[src/rtl/mem_port_arbiter_pkg.sv]
// Shared definitions for the CPU/DMA memory port arbiter: FSM states, grant codes,
// access field widths and the latched access record.
package mem_port_arbiter_pkg;

    localparam int ADDR_W = 32;
    localparam int DATA_W = 32;
    localparam int BE_W   = 4;

    typedef enum logic [1:0] {
        ST_IDLE    = 2'd0,
        ST_CPU_ACC = 2'd1,
        ST_DMA_ACC = 2'd2,
        ST_RESP    = 2'd3
    } arb_state_e;

    typedef enum logic [1:0] {
        GNT_NONE = 2'b00,
        GNT_CPU  = 2'b01,
        GNT_DMA  = 2'b10
    } grant_e;

    typedef struct packed {
        logic              we;
        logic [ADDR_W-1:0] addr;
        logic [DATA_W-1:0] wdata;
        logic [BE_W-1:0]   be;
    } mem_acc_t;

    // Bits needed to hold 0..n, never less than one.
    function automatic int cnt_width(input int n);
        return (n < 1) ? 1 : $clog2(n + 1);
    endfunction

endpackage

[src/rtl/sat_counter.sv]
// Saturating up-counter with synchronous clear; term_o flags the saturation value.
module sat_counter
    import mem_port_arbiter_pkg::*;
#(
    parameter int LIMIT = 8,
    parameter int WIDTH = cnt_width(LIMIT)
) (
    input  logic iCLK,
    input  logic iRST,
    input  logic en_i,
    input  logic clr_i,
    output logic term_o
);

    logic [WIDTH-1:0] count_q, count_d;

    always_comb begin
        count_d = count_q;
        if (clr_i) begin
            count_d = '0;
        end else if (en_i && (count_q != WIDTH'(LIMIT))) begin
            count_d = count_q + 1'b1;
        end
    end

    always_ff @(posedge iCLK or posedge iRST) begin
        if (iRST) begin
            count_q <= '0;
        end else begin
            count_q <= count_d;
        end
    end

    assign term_o = (count_q == WIDTH'(LIMIT));

endmodule

[src/rtl/mem_port_arbiter.sv]
// Two-master (CPU priority, DMA anti-starvation) arbiter for a single memory port,
// with per-access ack timeout reported as a bus error alongside Ready.
module mem_port_arbiter
    import mem_port_arbiter_pkg::*;
#(
    parameter int STARVE_LIMIT = 8,
    parameter int TIMEOUT      = 255
) (
    input  logic        iCLK,
    input  logic        iRST,
    input  logic        iCpuReq,
    input  logic        iCpuWe,
    input  logic [31:0] iCpuAddr,
    input  logic [31:0] iCpuWData,
    input  logic [3:0]  iCpuByteEn,
    output logic        oCpuReady,
    output logic [31:0] oCpuRData,
    input  logic        iDmaReq,
    input  logic        iDmaWe,
    input  logic [31:0] iDmaAddr,
    input  logic [31:0] iDmaWData,
    input  logic [3:0]  iDmaByteEn,
    output logic        oDmaReady,
    output logic [31:0] oDmaRData,
    output logic [31:0] oMemAddr,
    output logic [31:0] oMemWData,
    output logic [3:0]  oMemByteEn,
    output logic        oMemRead,
    output logic        oMemWrite,
    input  logic        iMemAck,
    input  logic [31:0] iMemRData,
    output logic        oBusErr,
    output logic [1:0]  oGrant
);

    localparam int WAIT_W = cnt_width(STARVE_LIMIT);
    localparam int TMO_W  = cnt_width(TIMEOUT - 1);

    arb_state_e  state_q, state_d;
    grant_e      grant_q, grant_d;
    mem_acc_t    acc_q, acc_d;
    logic        err_q, err_d;
    logic [31:0] cpu_rdata_q, cpu_rdata_d;
    logic [31:0] dma_rdata_q, dma_rdata_d;

    logic in_acc, cpu_win, dma_win, ack_seen, tmo_hit;
    logic wait_term, tmo_term;

    assign in_acc   = (state_q == ST_CPU_ACC) || (state_q == ST_DMA_ACC);
    assign cpu_win  = (state_q == ST_IDLE) && iCpuReq && !wait_term;
    assign dma_win  = (state_q == ST_IDLE) && !cpu_win && iDmaReq;
    assign ack_seen = in_acc && iMemAck;
    assign tmo_hit  = in_acc && !iMemAck && tmo_term;

    // DMA waits only while someone else owns or wins the port.
    sat_counter #(.LIMIT(STARVE_LIMIT), .WIDTH(WAIT_W)) u_wait_cnt (
        .iCLK   (iCLK),
        .iRST   (iRST),
        .en_i   (iDmaReq && (grant_q != GNT_DMA) && !dma_win),
        .clr_i  (dma_win),
        .term_o (wait_term)
    );

    // Saturates one short of TIMEOUT so the TIMEOUT-th silent cycle is the exit cycle.
    sat_counter #(.LIMIT(TIMEOUT - 1), .WIDTH(TMO_W)) u_tmo_cnt (
        .iCLK   (iCLK),
        .iRST   (iRST),
        .en_i   (in_acc && !iMemAck),
        .clr_i  (!in_acc),
        .term_o (tmo_term)
    );

    always_comb begin
        state_d     = state_q;
        grant_d     = grant_q;
        acc_d       = acc_q;
        err_d       = err_q;
        cpu_rdata_d = cpu_rdata_q;
        dma_rdata_d = dma_rdata_q;
        case (state_q)
            ST_IDLE: begin
                err_d = 1'b0;
                if (cpu_win) begin
                    state_d = ST_CPU_ACC;
                    grant_d = GNT_CPU;
                    acc_d   = '{we: iCpuWe, addr: iCpuAddr, wdata: iCpuWData, be: iCpuByteEn};
                end else if (dma_win) begin
                    state_d = ST_DMA_ACC;
                    grant_d = GNT_DMA;
                    acc_d   = '{we: iDmaWe, addr: iDmaAddr, wdata: iDmaWData, be: iDmaByteEn};
                end
            end
            ST_CPU_ACC, ST_DMA_ACC: begin
                if (ack_seen || tmo_hit) begin
                    state_d = ST_RESP;
                    err_d   = tmo_hit;
                    // A write has no read data, so its RData register is left alone.
                    if (!acc_q.we) begin
                        if (grant_q == GNT_CPU) begin
                            cpu_rdata_d = ack_seen ? iMemRData : '0;
                        end else begin
                            dma_rdata_d = ack_seen ? iMemRData : '0;
                        end
                    end
                end
            end
            ST_RESP: begin
                state_d = ST_IDLE;
                grant_d = GNT_NONE;
                err_d   = 1'b0;
            end
            default: begin
                state_d = ST_IDLE;
                grant_d = GNT_NONE;
            end
        endcase
    end

    always_ff @(posedge iCLK or posedge iRST) begin
        if (iRST) begin
            state_q     <= ST_IDLE;
            grant_q     <= GNT_NONE;
            acc_q       <= '0;
            err_q       <= 1'b0;
            cpu_rdata_q <= '0;
            dma_rdata_q <= '0;
        end else begin
            state_q     <= state_d;
            grant_q     <= grant_d;
            acc_q       <= acc_d;
            err_q       <= err_d;
            cpu_rdata_q <= cpu_rdata_d;
            dma_rdata_q <= dma_rdata_d;
        end
    end

    assign oMemRead   = in_acc && !acc_q.we;
    assign oMemWrite  = in_acc && acc_q.we;
    assign oMemAddr   = in_acc ? acc_q.addr  : '0;
    assign oMemWData  = in_acc ? acc_q.wdata : '0;
    assign oMemByteEn = in_acc ? acc_q.be    : '0;

    assign oCpuReady = (state_q == ST_RESP) && (grant_q == GNT_CPU);
    assign oDmaReady = (state_q == ST_RESP) && (grant_q == GNT_DMA);
    assign oBusErr   = (state_q == ST_RESP) && err_q;
    assign oGrant    = grant_q;
    assign oCpuRData = cpu_rdata_q;
    assign oDmaRData = dma_rdata_q;

endmodule

[config.mk]
export PLATFORM = sky130hd
export DESIGN_NAME = mem_port_arbiter
export DESIGN_NICKNAME = d
export VERILOG_FILES = /design/src/rtl/mem_port_arbiter_pkg.sv /design/src/rtl/sat_counter.sv /design/src/rtl/mem_port_arbiter.sv
export SDC_FILE = /design/constraint.sdc
export NUM_CORES = 1
export LEC_CHECK = 0
export BUFFER_PORTS_ARGS = -buffer_cell sky130_fd_sc_hd__buf_2
export CAP_MARGIN = 20
export CORE_UTILIZATION = 37
export DETAILED_ROUTE_END_ITERATION = 7
export GPL_ROUTABILITY_DRIVEN = 0
export GPL_TIMING_DRIVEN = 0
export PLACE_DENSITY_LB_ADDON = 0.1
export RECOVER_POWER = 25
export SETUP_SLACK_MARGIN = 0.02
export SLEW_MARGIN = 30
export SYNTH_ARGS = -nofsm -noshare
export SYNTH_HDL_FRONTEND = slang
export SYNTH_HIERARCHICAL = 1
export SYNTH_SLANG_ARGS = --single-unit
[constraint.sdc]
create_clock -name iCLK -period 4.2 [get_ports iCLK]
set_clock_uncertainty 0.15 [all_clocks]
set_input_delay 0.63 -clock iCLK [delete_from_list [all_inputs] [get_ports iCLK]]
set_output_delay 0.63 -clock iCLK [all_outputs]
set_load 0.005 [all_outputs]
=== Word level (Yosys, flattened, before mapping) ===
Cells that the tools add are included.

* Register bits: 150

* Add/subtract/negate cells: 2
* Equal/unequal tests: 13
* Mux-type cells: 17
* Bitwise logic cells: 2
* Reduce and logical (&&, ||, !) cells: 34

{| class="wikitable"
|+ Operators with widths
! kind !! number
|-
| $mux 69 || 2
|-
| $mux 32 || 3
|-
| $logic_and 1x1->1 || 16
|-
| $mux 8 || 2
|-
| $mux 4 || 3
|-
| $add 8x1->8 const B || 1
|-
| $eq 8x8->1 const B || 1
|-
| $ne 8x8->1 const B || 1
|-
| $reduce_and 4->1 || 2
|-
| $eq 2x2->1 const B || 3
|-
| $mux 2 || 3
|-
| $pmux 2 s3 || 1
|-
| $reduce_and 2->1 || 3
|-
| $reduce_bool 2->1 || 3
|-
| $logic_not 1->1 || 5
|-
| $add 4x1->4 const B || 1
|-
| $eq 2x1->1 const B || 2
|-
| $eq 4x4->1 const B || 1
|-
| $ne 2x2->1 const B || 2
|-
| $ne 4x4->1 const B || 1
|-
| $pmux 2 s2 || 1
|-
| $reduce_or 2->1 || 2
|-
| $ne 3x3->1 const B || 1
|-
| $logic_not 2->1 || 1
|-
| 5 further kinds || 7
|}

=== Longest topological paths before layout ===
* Word-level depth: 11
* Mapped depth: 13
* Mapped depth without buffers: 10

=== Cells and area by module ===
The synthesis kept the hierarchy.

{| class="wikitable"
|+ Modules (own cells, without submodules)
! module !! times used !! cells an instance !! area each (µm²) !! seq. area each (µm²)
|-
| mem_port_arbiter || 1 || 595 || 6627.6 || 3453.3
|-
| sat_counter at u_tmo_cnt || 1 || 52 || 489.2 || 200.2
|-
| sat_counter at u_wait_cnt || 1 || 25 || 236.5 || 100.1
|}

=== Worst setup path before layout ===
No wires, ideal clock.

* Kind: register to register
* From: reg u_wait_cnt.count_q[0]
* To: reg u_wait_cnt.count_q[0]
* Setup time: 0.125 ns
* Arrival time: 2.187 ns
* Required time: 3.925 ns
* Setup slack: 1.738 ns
* Cell stages (with the launch flop): 13
* Period minus slack after synthesis: 2.462 ns
* Path through: dfrtp_1 -> inv_1 -> ha_1 -> nand2_1 -> nor2_1 -> and3b_1 -> buf_1 -> buf_4 -> buf_2 -> nor2_1 -> nor2_1 -> o21a_1 -> mux2_4

* Cells in the longest elaborated chain, start to end: 10
* Elaborated cells on any way between the ends: 14

{| class="wikitable"
|+ RTL lines
! what !! line !! source
|-
| start, declared || sat_counter.sv:15 || <nowiki>logic [WIDTH-1:0] count_q, count_d;</nowiki>
|-
| start signal, assigned || sat_counter.sv:30 || <nowiki>count_q <= count_d;</nowiki>
|-
| $eq 4x4->1 * || sat_counter.sv:34 || <nowiki>assign term_o = (count_q == WIDTH'(LIMIT));</nowiki>
|-
| net wait_term || mem_port_arbiter.sv:47 || <nowiki>logic wait_term, tmo_term;</nowiki>
|-
| $logic_not 1->1 * || mem_port_arbiter.sv:50 || <nowiki>assign cpu_win = (state_q == ST_IDLE) && iCpuReq && !wait_term;</nowiki>
|-
| $logic_and 1x1->1 * || mem_port_arbiter.sv:50 ||
|-
| $logic_not 1->1 * || mem_port_arbiter.sv:51 || <nowiki>assign dma_win = (state_q == ST_IDLE) && !cpu_win && iDmaReq;</nowiki>
|-
| $logic_and 1x1->1 * (2 in a row) || mem_port_arbiter.sv:51 ||
|-
| net dma_win || mem_port_arbiter.sv:46 || <nowiki>logic in_acc, cpu_win, dma_win, ack_seen, tmo_hit;</nowiki>
|-
| $logic_not 1->1 || mem_port_arbiter.sv:59 || <nowiki>.en_i (iDmaReq && (grant_q != GNT_DMA) && !dma_win),</nowiki>
|-
| $logic_and 1x1->1 || mem_port_arbiter.sv:59 ||
|-
| $logic_and 1x1->1 || sat_counter.sv:21 || <nowiki>end else if (en_i && (count_q != WIDTH'(LIMIT))) begin</nowiki>
|-
| $reduce_bool 2->1 (no source line) || -- ||
|}

The timed path passes the listed nets; every way through them passes the cells marked *. The select of a mux whose other input is x is not followed.
A chain may end at the register's enable or synchronous reset.

=== Worst setup path in the final report ===
* From: reg state_q[1]
* To: out oMemAddr[29]

* Cells in the longest elaborated chain, start to end: 3
* Elaborated cells on any way between the ends: 4

{| class="wikitable"
|+ RTL lines
! what !! line !! source
|-
| start, declared || mem_port_arbiter.sv:39 || <nowiki>arb_state_e state_q, state_d;</nowiki>
|-
| start signal, assigned || mem_port_arbiter.sv:128 || <nowiki>state_q <= state_d;</nowiki>
|-
| $eq 2x1->1 or $eq 2x2->1 (tied branches) || mem_port_arbiter.sv:49 || <nowiki>assign in_acc = (state_q == ST_CPU_ACC) || (state_q == ST_DMA_ACC);</nowiki>
|-
| $logic_or 1x1->1 * || mem_port_arbiter.sv:49 ||
|-
| $mux 32 * || mem_port_arbiter.sv:139 || <nowiki>assign oMemAddr = in_acc ? acc_q.addr : '0;</nowiki>
|-
| end, declared || mem_port_arbiter.sv:25 || <nowiki>output logic [31:0] oMemAddr,</nowiki>
|}

Mark *: on every way between the ends. The rest lies on a longest branch, timed or not.

==> reports/results.ini <==
[critical_path]
required_ns = 3.42
critPathArrivalTime_ns = 2.51
cp.depth = 6
path_buf_inv = 4
max_stage_delay_ns = 0.46
cpMostUsedCell = clkbuf_1
cp_cell_sequence = inv_1, ha_1, clkbuf_1, clkbuf_1, and2_1, buf_2
worstSetupPathType = reg -> out
endpoint_kind = output port
critPathTopFamily = buffers and inverters
start_kind = flop
cpMaxStageDelayCell = ha_1
reg2reg_depth = 13
cp_max_fo = 10

[sta]
hold_viol = 0
fin_crit_sh_pct = 78.2
tns_ns = 0
slew_headroom_pct = -7.27
hold_slack_ns = 0.255
slew_violations = 49
fin_crit_ns = 3.29
tightest_slew_ns = 1.61
setup_viol_count_final = 0
grt_setup_unrepaired = no
max_freq_mhz = 304

[finish]
fill_cells = 1899
final_cell_mix = buf_2 (304), dfrtp_1 (150), nand2_1 (78)
ff_latch_area_um2 = 3750
final_common_cell = buf_2
nets = 1192
multi_input_area_um2 = 3280
fin_area_um2 = 9940
areaGrowthSynthToFinish_pct = 35.2
final_util_pct = 51.1
drive_above_1_share_pct = 40.9

[drt]
avgRoutedWirePerCell_um = 16.3
ant_nets = 0
drt_first_pass_iters = 4
dr_total_vias = 6139
drt-total-wl_um = 21100
drc = 0
dr.first_iter.drc_count = 124
via_per_inst = 4.76

[clock_network]
post_cts_resized = 0
cts.sinks = 150
clockBufferDepth = 2
cts-htree-levels = 4
cts_root_buf = clkbuf_16
clk_latency_ns = 0.41
numCtsBuffers = 17
clk_pin_slew_ns = 0.07
cts_tree = done

[synth]
synth.avg_cell_area_um2 = 10.9
ys_ff_latch = 150
synth.cell_area_um2 = 7350
async_flop_share_pct = 100
ys_seq_area_share_pct = 51.0
synthCells = 672
syn_nets = 854
ys_types = 45
synth_edf_count = 0
ys.flop_type = dfrtp_1
synth_warnings = 6

[worst_hold_path]
hp-class = in -> reg
hold_depth = 3

[status]
violations = max-capacitance violations, max-slew violations
run_status = finished, violations left

[floorplan]
num_rows = 51
fp.dieW_um = 143
core_area_um2 = 19500
num_io_pins = 314
die_area_um2 = 20400
start_util_pct = 37.8
die-height_um = 143

[global_route]
grt_usage_pct = 21.0
grt_pass1_vias = 6174
grt_pass1_wl_um = 32700
grt_max_degree = 29
overflow = 0
antenna_found_initial = 1

[place]
dpl.hpwl_um = 16200
io_buffer_count = 313
placed_cell_area_um2 = 9360

[pwr]
p_leak_nw = 5.33
ir_drop_uv = 328
power_density_nw_per_um2 = 707

[run]
cap_violations = 2

[kinds of logic (layout without fill, tap and decap cells)]
family	Yosys count	after routing	synth area share (%)
multiplexers	139	139	20.2
XOR/XNOR	1	1	0.119
AND/OR/NAND/NOR	222	222	16.2
flip-flops	150	150	51.0
buffers and inverters	61	412	4.22
other	0	2	0
adder cells (fa/ha/maj)	7	7	1.19
AO/OA/AOI/OAI	92	92	7.04
[worst reg2reg max path, delay by kind of cell, from the launching register on]
kind            cells  cell delay [ns]
flops               1             0.40
compound gates      1             0.14
simple gates        7             1.15
buf+inv             4             0.93
fa+ha+maj           1             0.19
[flip-flops by register name, summed over array words and instances (netlist names)]
name	count
acc_q	69
oCpuRData	32
oDmaRData	32
u_tmo_cnt/count_q	8
u_wait_cnt/count_q	4
oGrant	2
state_q	2
err_q	1
[metal layers]
layer  track usage (%)  wire length (µm)  up-vias
met1              25.2              8790     2922
li1                  -                 -     2980
met4              7.30               379        0
met3              6.91              1660       27
met2              35.2             10200      210
met5                 0                 0        -
[final cells by class]
class	instances	share of cell area, %
multi-input combinational	461	33.0
timing repair buffer	319	16.3
tap	265	3.33
sequential	150	37.8
buffer	47	2.59
clock buffer	17	4.28
inverter	14	0.541
clock inverter	15	2.10
antenna	2	0.0503
[path summary, 6_finish.rpt]
path	startpoint	end	slack, ns
worst max-delay path	state_q[1]$_DFFE_PP0P_	oMemAddr[29]	0.91
worst min-delay path	iCpuWData[0]	acc_q[4]$_DFFE_PP0P_	0.25
worst max register to register	u_wait_cnt/count_q[0]$_DFFE_PP0P_	u_wait_cnt/count_q[2]$_DFFE_PP0P_	1.17
worst min register to register	oDmaRData[31]$_DFFE_PP0P_	oDmaRData[31]$_DFFE_PP0P_	0.33
max in group asynchronous	iRST	acc_q[38]$_DFFE_PP0P_	1.16
min in group asynchronous	iRST	u_wait_cnt/count_q[3]$_DFFE_PP0P_	0.58
[cell usage after synthesis, types with 5 or more instances]
library cell | n | area [µm²]
mux2_2 | 60 | 676
mux2i_1 | 72 | 721
mux2_1 | 5 | 56.3
nor2_1 | 12 | 45.0
a21oi_1 | 8 | 40.0
and3_1 | 35 | 219
and2_1 | 73 | 457
dfrtp_1 | 150 | 3750
buf_6 | 6 | 67.6
nand2_1 | 78 | 293
nor3_1 | 5 | 25.0
inv_1 | 14 | 52.6
ha_1 | 7 | 87.6
o21ai_0 | 70 | 350
buf_2 | 14 | 70.1
clkbuf_1 | 20 | 75.1
[power breakdown]
| part | total (mW) | switching (mW) | internal (mW) | leakage, nW |
|---|---|---|---|---|
| combinational | 3.08 | 1.60 | 1.48 | 3.09 |
| sequential | 2.31 | 0.285 | 2.02 | 1.93 |
| clock | 1.64 | 0.679 | 0.964 | 0.308 |
| total | 7.03 | 2.57 | 4.46 | 5.33 |
[stage by stage]
step / total power, mW / worst slack, ns / std cells
2_1_floorplan: 4.15 / 1.70 / 672
3_3_place_gp: 5.46 / 0.532 / 1250
3_5_place_dp: 5.50 / 1.12 / 1255
4_1_cts: 7.17 / 0.792 / 1288
5_1_grt: 7.59 / 0.690 / 1289
6_report: 7.03 / 0.914 / 1290
[repair_timing]
item | 4_1_cts | 5_1_grt
hold buffers | 1 | 0
endpoints found under the hold margin | 4 | 0
endpoints found under the setup margin | 0 | 0
buffers inserted | 0 | 0
Power figures use the tool's default switching activity.
